### src/rtl/lfsr_bist_pkg.sv
// Shared mode encoding, next-state function and recommended maximal-length
// tap masks for the LFSR BIST engine.
package lfsr_bist_pkg;

    typedef enum logic {
        MODE_GEN  = 1'b0,
        MODE_MISR = 1'b1
    } bist_mode_e;

    localparam logic [3:0]  TAPS_W4  = 4'hC;
    localparam logic [7:0]  TAPS_W8  = 8'hB8;
    localparam logic [15:0] TAPS_W16 = 16'hB400;
    localparam logic [31:0] TAPS_W32 = 32'h8020_0003;

    // Operands are right-aligned and zero-extended; the caller keeps the low
    // WIDTH bits, which drops the bit shifted out of the register.
    function automatic logic [31:0] lfsr_next(
        input logic [31:0] q,
        input logic [31:0] taps,
        input logic [31:0] data,
        input logic        misr
    );
        logic fb;
        fb = ^(q & taps);
        lfsr_next = {q[30:0], fb} ^ (misr ? data : '0);
    endfunction

endpackage

### src/rtl/lfsr_period_mon.sv
// Step counter, period detection and all-zero lock-up detection for the
// LFSR BIST engine.
module lfsr_period_mon
    import lfsr_bist_pkg::*;
#(
    parameter int unsigned WIDTH = 4
) (
    input  logic             clk,
    input  logic             reset,
    input  logic             load,
    input  logic             en,
    input  logic             mode,
    input  logic [WIDTH-1:0] q,
    input  logic [WIDTH-1:0] nxt_raw,
    input  logic [WIDTH-1:0] act_seed,
    output logic             recover,
    output logic [WIDTH-1:0] step_cnt,
    output logic             period_done,
    output logic             lockup
);

    logic period_hit;

    assign recover    = (mode == MODE_GEN) && (q == '0);
    assign period_hit = (mode == MODE_GEN) && !recover && (nxt_raw == act_seed);

    always_ff @(posedge clk) begin
        if (reset || load) begin
            step_cnt    <= '0;
            period_done <= 1'b0;
            lockup      <= 1'b0;
        end else if (en) begin
            if (recover) begin
                step_cnt    <= '0;
                period_done <= 1'b0;
                lockup      <= 1'b1;
            end else if (period_hit) begin
                step_cnt    <= '0;
                period_done <= 1'b1;
                lockup      <= 1'b0;
            end else begin
                step_cnt    <= step_cnt + WIDTH'(1);
                period_done <= 1'b0;
                lockup      <= 1'b0;
            end
        end else begin
            period_done <= 1'b0;
            lockup      <= 1'b0;
        end
    end

endmodule

### src/rtl/lfsr_bist_engine.sv
// Fibonacci PRBS generator / MISR with runtime seed load, period detection
// and all-zero lock-up recovery.
module lfsr_bist_engine
    import lfsr_bist_pkg::*;
#(
    parameter int unsigned      WIDTH = 4,
    parameter logic [WIDTH-1:0] TAPS  = WIDTH'(4'b1100),
    parameter logic [WIDTH-1:0] SEED  = WIDTH'(1)
) (
    input  logic             clk,
    input  logic             reset,
    input  logic             en,
    input  logic             mode,
    input  logic             load,
    input  logic [WIDTH-1:0] seed_in,
    input  logic [WIDTH-1:0] data_in,
    output logic [WIDTH-1:0] q,
    output logic [WIDTH-1:0] step_cnt,
    output logic             period_done,
    output logic             lockup
);

    logic [WIDTH-1:0] act_seed;
    logic [WIDTH-1:0] nxt_raw;
    logic [WIDTH-1:0] nxt;
    logic [31:0]      nxt_full;
    logic             recover;
    logic             unused_hi;

    assign nxt_full  = lfsr_next(32'(q), 32'(TAPS), 32'(data_in), mode == MODE_MISR);
    assign nxt_raw   = nxt_full[WIDTH-1:0];
    assign unused_hi = ^nxt_full;

    // A zero active seed would re-enter lock-up, so fall back to SEED.
    assign nxt = recover ? ((act_seed != '0) ? act_seed : SEED) : nxt_raw;

    always_ff @(posedge clk) begin
        if (reset) begin
            q        <= SEED;
            act_seed <= SEED;
        end else if (load) begin
            q        <= seed_in;
            act_seed <= seed_in;
        end else if (en) begin
            q        <= nxt;
        end
    end

    lfsr_period_mon #(
        .WIDTH(WIDTH)
    ) u_mon (
        .clk        (clk),
        .reset      (reset),
        .load       (load),
        .en         (en),
        .mode       (mode),
        .q          (q),
        .nxt_raw    (nxt_raw),
        .act_seed   (act_seed),
        .recover    (recover),
        .step_cnt   (step_cnt),
        .period_done(period_done),
        .lockup     (lockup)
    );

endmodule

### config.mk
export PLATFORM = sky130hd
export DESIGN_NAME = lfsr_bist_engine
export DESIGN_NICKNAME = d
export VERILOG_FILES = /design/src/rtl/lfsr_bist_pkg.sv /design/src/rtl/lfsr_period_mon.sv /design/src/rtl/lfsr_bist_engine.sv
export SDC_FILE = /design/constraint.sdc
export NUM_CORES = 1
export LEC_CHECK = 0
export CAP_MARGIN = 5
export CORE_MARGIN = 10
export CORE_UTILIZATION = 45
export DETAILED_ROUTE_END_ITERATION = 16
export PLACE_DENSITY = 0.76
export REMOVE_ABC_BUFFERS = 1
export SLEW_MARGIN = 40
export SYNTH_ARGS = -nofsm -noshare
export SYNTH_HDL_FRONTEND = slang
export SYNTH_SLANG_ARGS = --single-unit
export TNS_END_PERCENT = 50
### constraint.sdc
create_clock -name clk -period 2.12 [get_ports clk]
set_input_delay 0.212 -clock clk [delete_from_list [all_inputs] [get_ports clk]]
set_output_delay 0.212 -clock clk [all_outputs]
set_load 0.05 [all_outputs]
==> results of run 1 <==
## cell usage in the layout (no fill, tap or decap)
| cell type | synthesis | routed |
|---|---|---|
| a211oi_1 | 1 | 1 |
| a21oi_1 | 4 | 4 |
| a221o_1 | 2 | 2 |
| a221oi_1 | 2 | 2 |
| a311o_1 | 1 | 1 |
| a31oi_1 | 2 | 2 |
| a32o_1 | 1 | 1 |
| buf_4 | 1 | 3 |
| clkbuf_4 | 0 | 3 |
| clkbuf_8 | 0 | 1 |
| clkdlybuf4s50_1 | 0 | 22 |
| dfxtp_1 | 14 | 14 |
| ha_1 | 2 | 2 |
| inv_1 | 5 | 5 |
| mux2i_1 | 3 | 3 |
| nand2_1 | 4 | 4 |
| nand2b_1 | 1 | 1 |
| nand3_1 | 4 | 4 |
| nand3b_1 | 4 | 4 |
| nand4_1 | 1 | 1 |
| nor2_1 | 6 | 6 |
| nor2b_1 | 4 | 4 |
| nor3_1 | 5 | 5 |
| nor3b_1 | 1 | 1 |
| nor3b_4 | 1 | 1 |
| nor4_1 | 2 | 2 |
| nor4b_2 | 1 | 1 |
| o211ai_1 | 1 | 1 |
| o21ai_0 | 4 | 4 |
| o221ai_1 | 1 | 1 |
| o311a_1 | 1 | 1 |
| o311ai_0 | 1 | 1 |
| o41ai_1 | 1 | 1 |
| xnor2_1 | 4 | 4 |
## sequential cells by signal (all words and copies together) (netlist names)
signal,flops
u_mon.period_done,1
act_seed,4
u_mon.step_cnt,4
q,4
u_mon.lockup,1
## power breakdown
group | internal, W | total, W | switching [W]
sequential | 0.000275 | 0.000296 | 0.0000204
clock | 0.000105 | 0.000201 | 0.0000962
combinational | 0.0000766 | 0.000162 | 0.0000856
total | 0.000457 | 0.000659 | 0.000202
## worst register-to-register path, cell delays in order (launching register included)
cell and delay (ns):
dfxtp_1 0.44, inv_1 0.11, ha_1 0.35, inv_1 0.07, o311a_1 0.35, a311o_1 0.36, nand2_1 0.06
## cells by family after synthesis
family / synth area share (%)
buf+inv: 8.27
fa+ha+maj: 3.12
mux: 3.74
simple gates: 25.4
flops: 34.9
xor+xnor: 4.37
compound gates: 20.1
## area by class of cell
cell class              instances  area [µm²]  area share (%)
multi-input cells              65         455            42.8
clock buffers                   4        36.3            3.41
repair buffers                 25         243            22.8
flip-flops and latches         14         280            26.3
inverters                       5        18.8            1.76
well taps                      25        31.3            2.94
## per-stage QoR
stage	utilization (%)	total power, W	cell area (µm²)
4_1_cts	62.3	0.000662	1060
5_1_grt	62.3	0.000692	1060
3_5_place_dp	60.2	0.000463	1030
3_3_place_gp	60.2	0.000458	1030
6_report	62.3	0.000659	1060
2_1_floorplan	-	0.000389	754
## path summary, 6_finish.rpt
kind	from	end	slack [ns]	cells past startpoint
hold reg to reg	act_seed[0]$_SDFFE_PP1P_	act_seed[0]$_SDFFE_PP1P_	0.52	2
setup / recovery	q[0]$_SDFFE_PP1P_	q[0]	0.17	1
setup reg to reg	q[2]$_SDFFE_PP0P_	q[0]$_SDFFE_PP1P_	0.31	6
hold / removal	seed_in[3]	act_seed[3]$_SDFFE_PP0P_	0.48	3
## layer usage
| metal | global-route usage, % | wire [µm] | up-vias |
|---|---|---|---|
| met5 | 0 | 0 | - |
| met3 | 5.02 | 166 | 7 |
| li1 | - | - | 386 |
| met2 | 17.4 | 1010 | 31 |
| met1 | 12.4 | 898 | 346 |
| met4 | 3.43 | 27 | 0 |
==> impl_summary.log, run 1 <==
[metrics] overall overflow remaining after global route: 0
[metrics] RSZ-0062 raised after global routing: no
[metrics] post-synthesis sequential area ratio: 34.9%
[metrics] mean area per synthesized cell: 8.81 µm²
[metrics] Die ar.: 3870 µm²
[metrics] number of hold buffers added after CTS: 0
[metrics] overall die height: 62.2 µm
[metrics] average wire per cell in the routed design: 15.3 µm
[metrics] area leader, netlist: dfxtp_1
[metrics] proportion of layout cells with a drive suffix above 1: 7.96%
[metrics] vias per std cell: 5.58
[metrics] Hold Worst Slack: 0.483 ns
[metrics] FMAX: 0.514 GHz
[metrics] placement row count: 15
[metrics] worst setup path class: reg2out
[metrics] vias in the first global route: 733
[metrics] maximum fanout along the worst path: 8
[metrics] worst setup slack after layout: 0.173 ns
[metrics] Worst Setup Slack post-DPL: 0.317 ns
[metrics] capturing element type of the critical path: output pin
[metrics] number of nets with antenna violations after routing: 0
[metrics] starting density of the core: 47.0%
[metrics] clock-pin slew of the registers on the worst-case setup and hold paths: 0.09 ns
[metrics] maximum buffer depth of the clock tree: 2
[metrics] endpoint arrival time on the critical path: 1.74 ns
[metrics] number of enable flip-flop cells after synthesis: 0
[metrics] maximum level of the CTS H-tree: 1
[metrics] sum of routed wire length over all layers: 2110 µm
[metrics] GRT Overall Usage: 10.9%
[metrics] count of distinct cell types in the synthesized netlist: 35
[metrics] most frequent cells after synthesis: dfxtp_1, nor2_1, inv_1, nor3_1
[metrics] worst-margin pin slew: 0.508 ns
[metrics] count leader, synth: dfxtp_1
[metrics] DR iter-0 viols: 27
[metrics] clock tree root driver cell: clkbuf_4
[metrics] Final setup viols: 0
[metrics] slowest stage cell on the critical path: clkdlybuf4s50_1
[metrics] status: finished, final reports clean
[metrics] startpoint class of the critical path: flop
[metrics] Final Hold Fails: 0
[metrics] Worst IR Drop VDD: 0.395 mV
[metrics] Num Clock Sinks: 14
[metrics] asr flop ratio synth: 0%
[metrics] Inserted Clock Buffers: 3
[metrics] Required @ worst endpoint: 1.91 ns
[metrics] Final Skew: 0.00887 ns
[metrics] Ys Warns: 0
[metrics] Largest delay share family, worst path: buffers and inverters
[metrics] CP Cell Sequence: clkdlybuf4s50_1
[metrics] Setup TNS Final: 0 ns
[metrics] Pleak: 0.381 nW
[metrics] First-pass DRT Iterations: 5
[metrics] power per standard cell area: 619 nW/µm²
[metrics] CTS tree: built
[metrics] filler instances: 157
[metrics] overall die width: 62.2 µm
[metrics] max-cap violations: 0
[metrics] worst slew margin relative to its limit: 66.0%
[metrics] Worst-Skew Late Latency: 0.29 ns
[metrics] gpl congestion: 0.823
[metrics] peak per-stage delay on the critical path: 0.88 ns
[metrics] Post-Syn Area: 802 µm²
[metrics] count of port buffers added during placement: 22
[metrics] register bit count reported by yosys: 14
[metrics] initial antenna violation count: 0
[metrics] area of the core region: 1710 µm²
[metrics] diode insertion count for antenna repair: 0
[metrics] count of buffering cells on the critical path with inverters included: 1
[metrics] cells resized by post-CTS repair: 0
[metrics] Vias: 770
[metrics] class of the most critical hold timing path: in2reg
[metrics] final non-filler cell total: 138
[metrics] global-route wire length before repair: 3550 µm
[metrics] layout overhead on the synthesized area: 32.8%
[metrics] count of boundary I/O pins: 23
[metrics] postcts setup bufs: 0
[metrics] part of the cycle the worst path needs: 91.9%
[metrics] proportion of netlist area held by the largest area contributor: 34.9%
[metrics] final max-slew violation count: 0
[metrics] maximum number of pins on one net before global-route repair: 14
[metrics] Nets: 129
[metrics] cell total after placement: 134
[metrics] dominant cells by area after synthesis: dfxtp_1, xnor2_1, mux2i_1
[metrics] placed wire-length estimate: 1660 µm
[metrics] post-layout minimum cycle time: 1.95 ns
[metrics] most common flop cell mapped by yosys: dfxtp_1
[metrics] post-synthesis cell count: 91
[metrics] DRC violations left: 0
No activity file was read; power rests on OpenSTA's default activity.
==> run 2: changes to the inputs <==
SLEW_MARGIN = 30   (was 40)
==> results of run 2 <==
The final DEF is identical to that of run 1; final timing and power are the same.
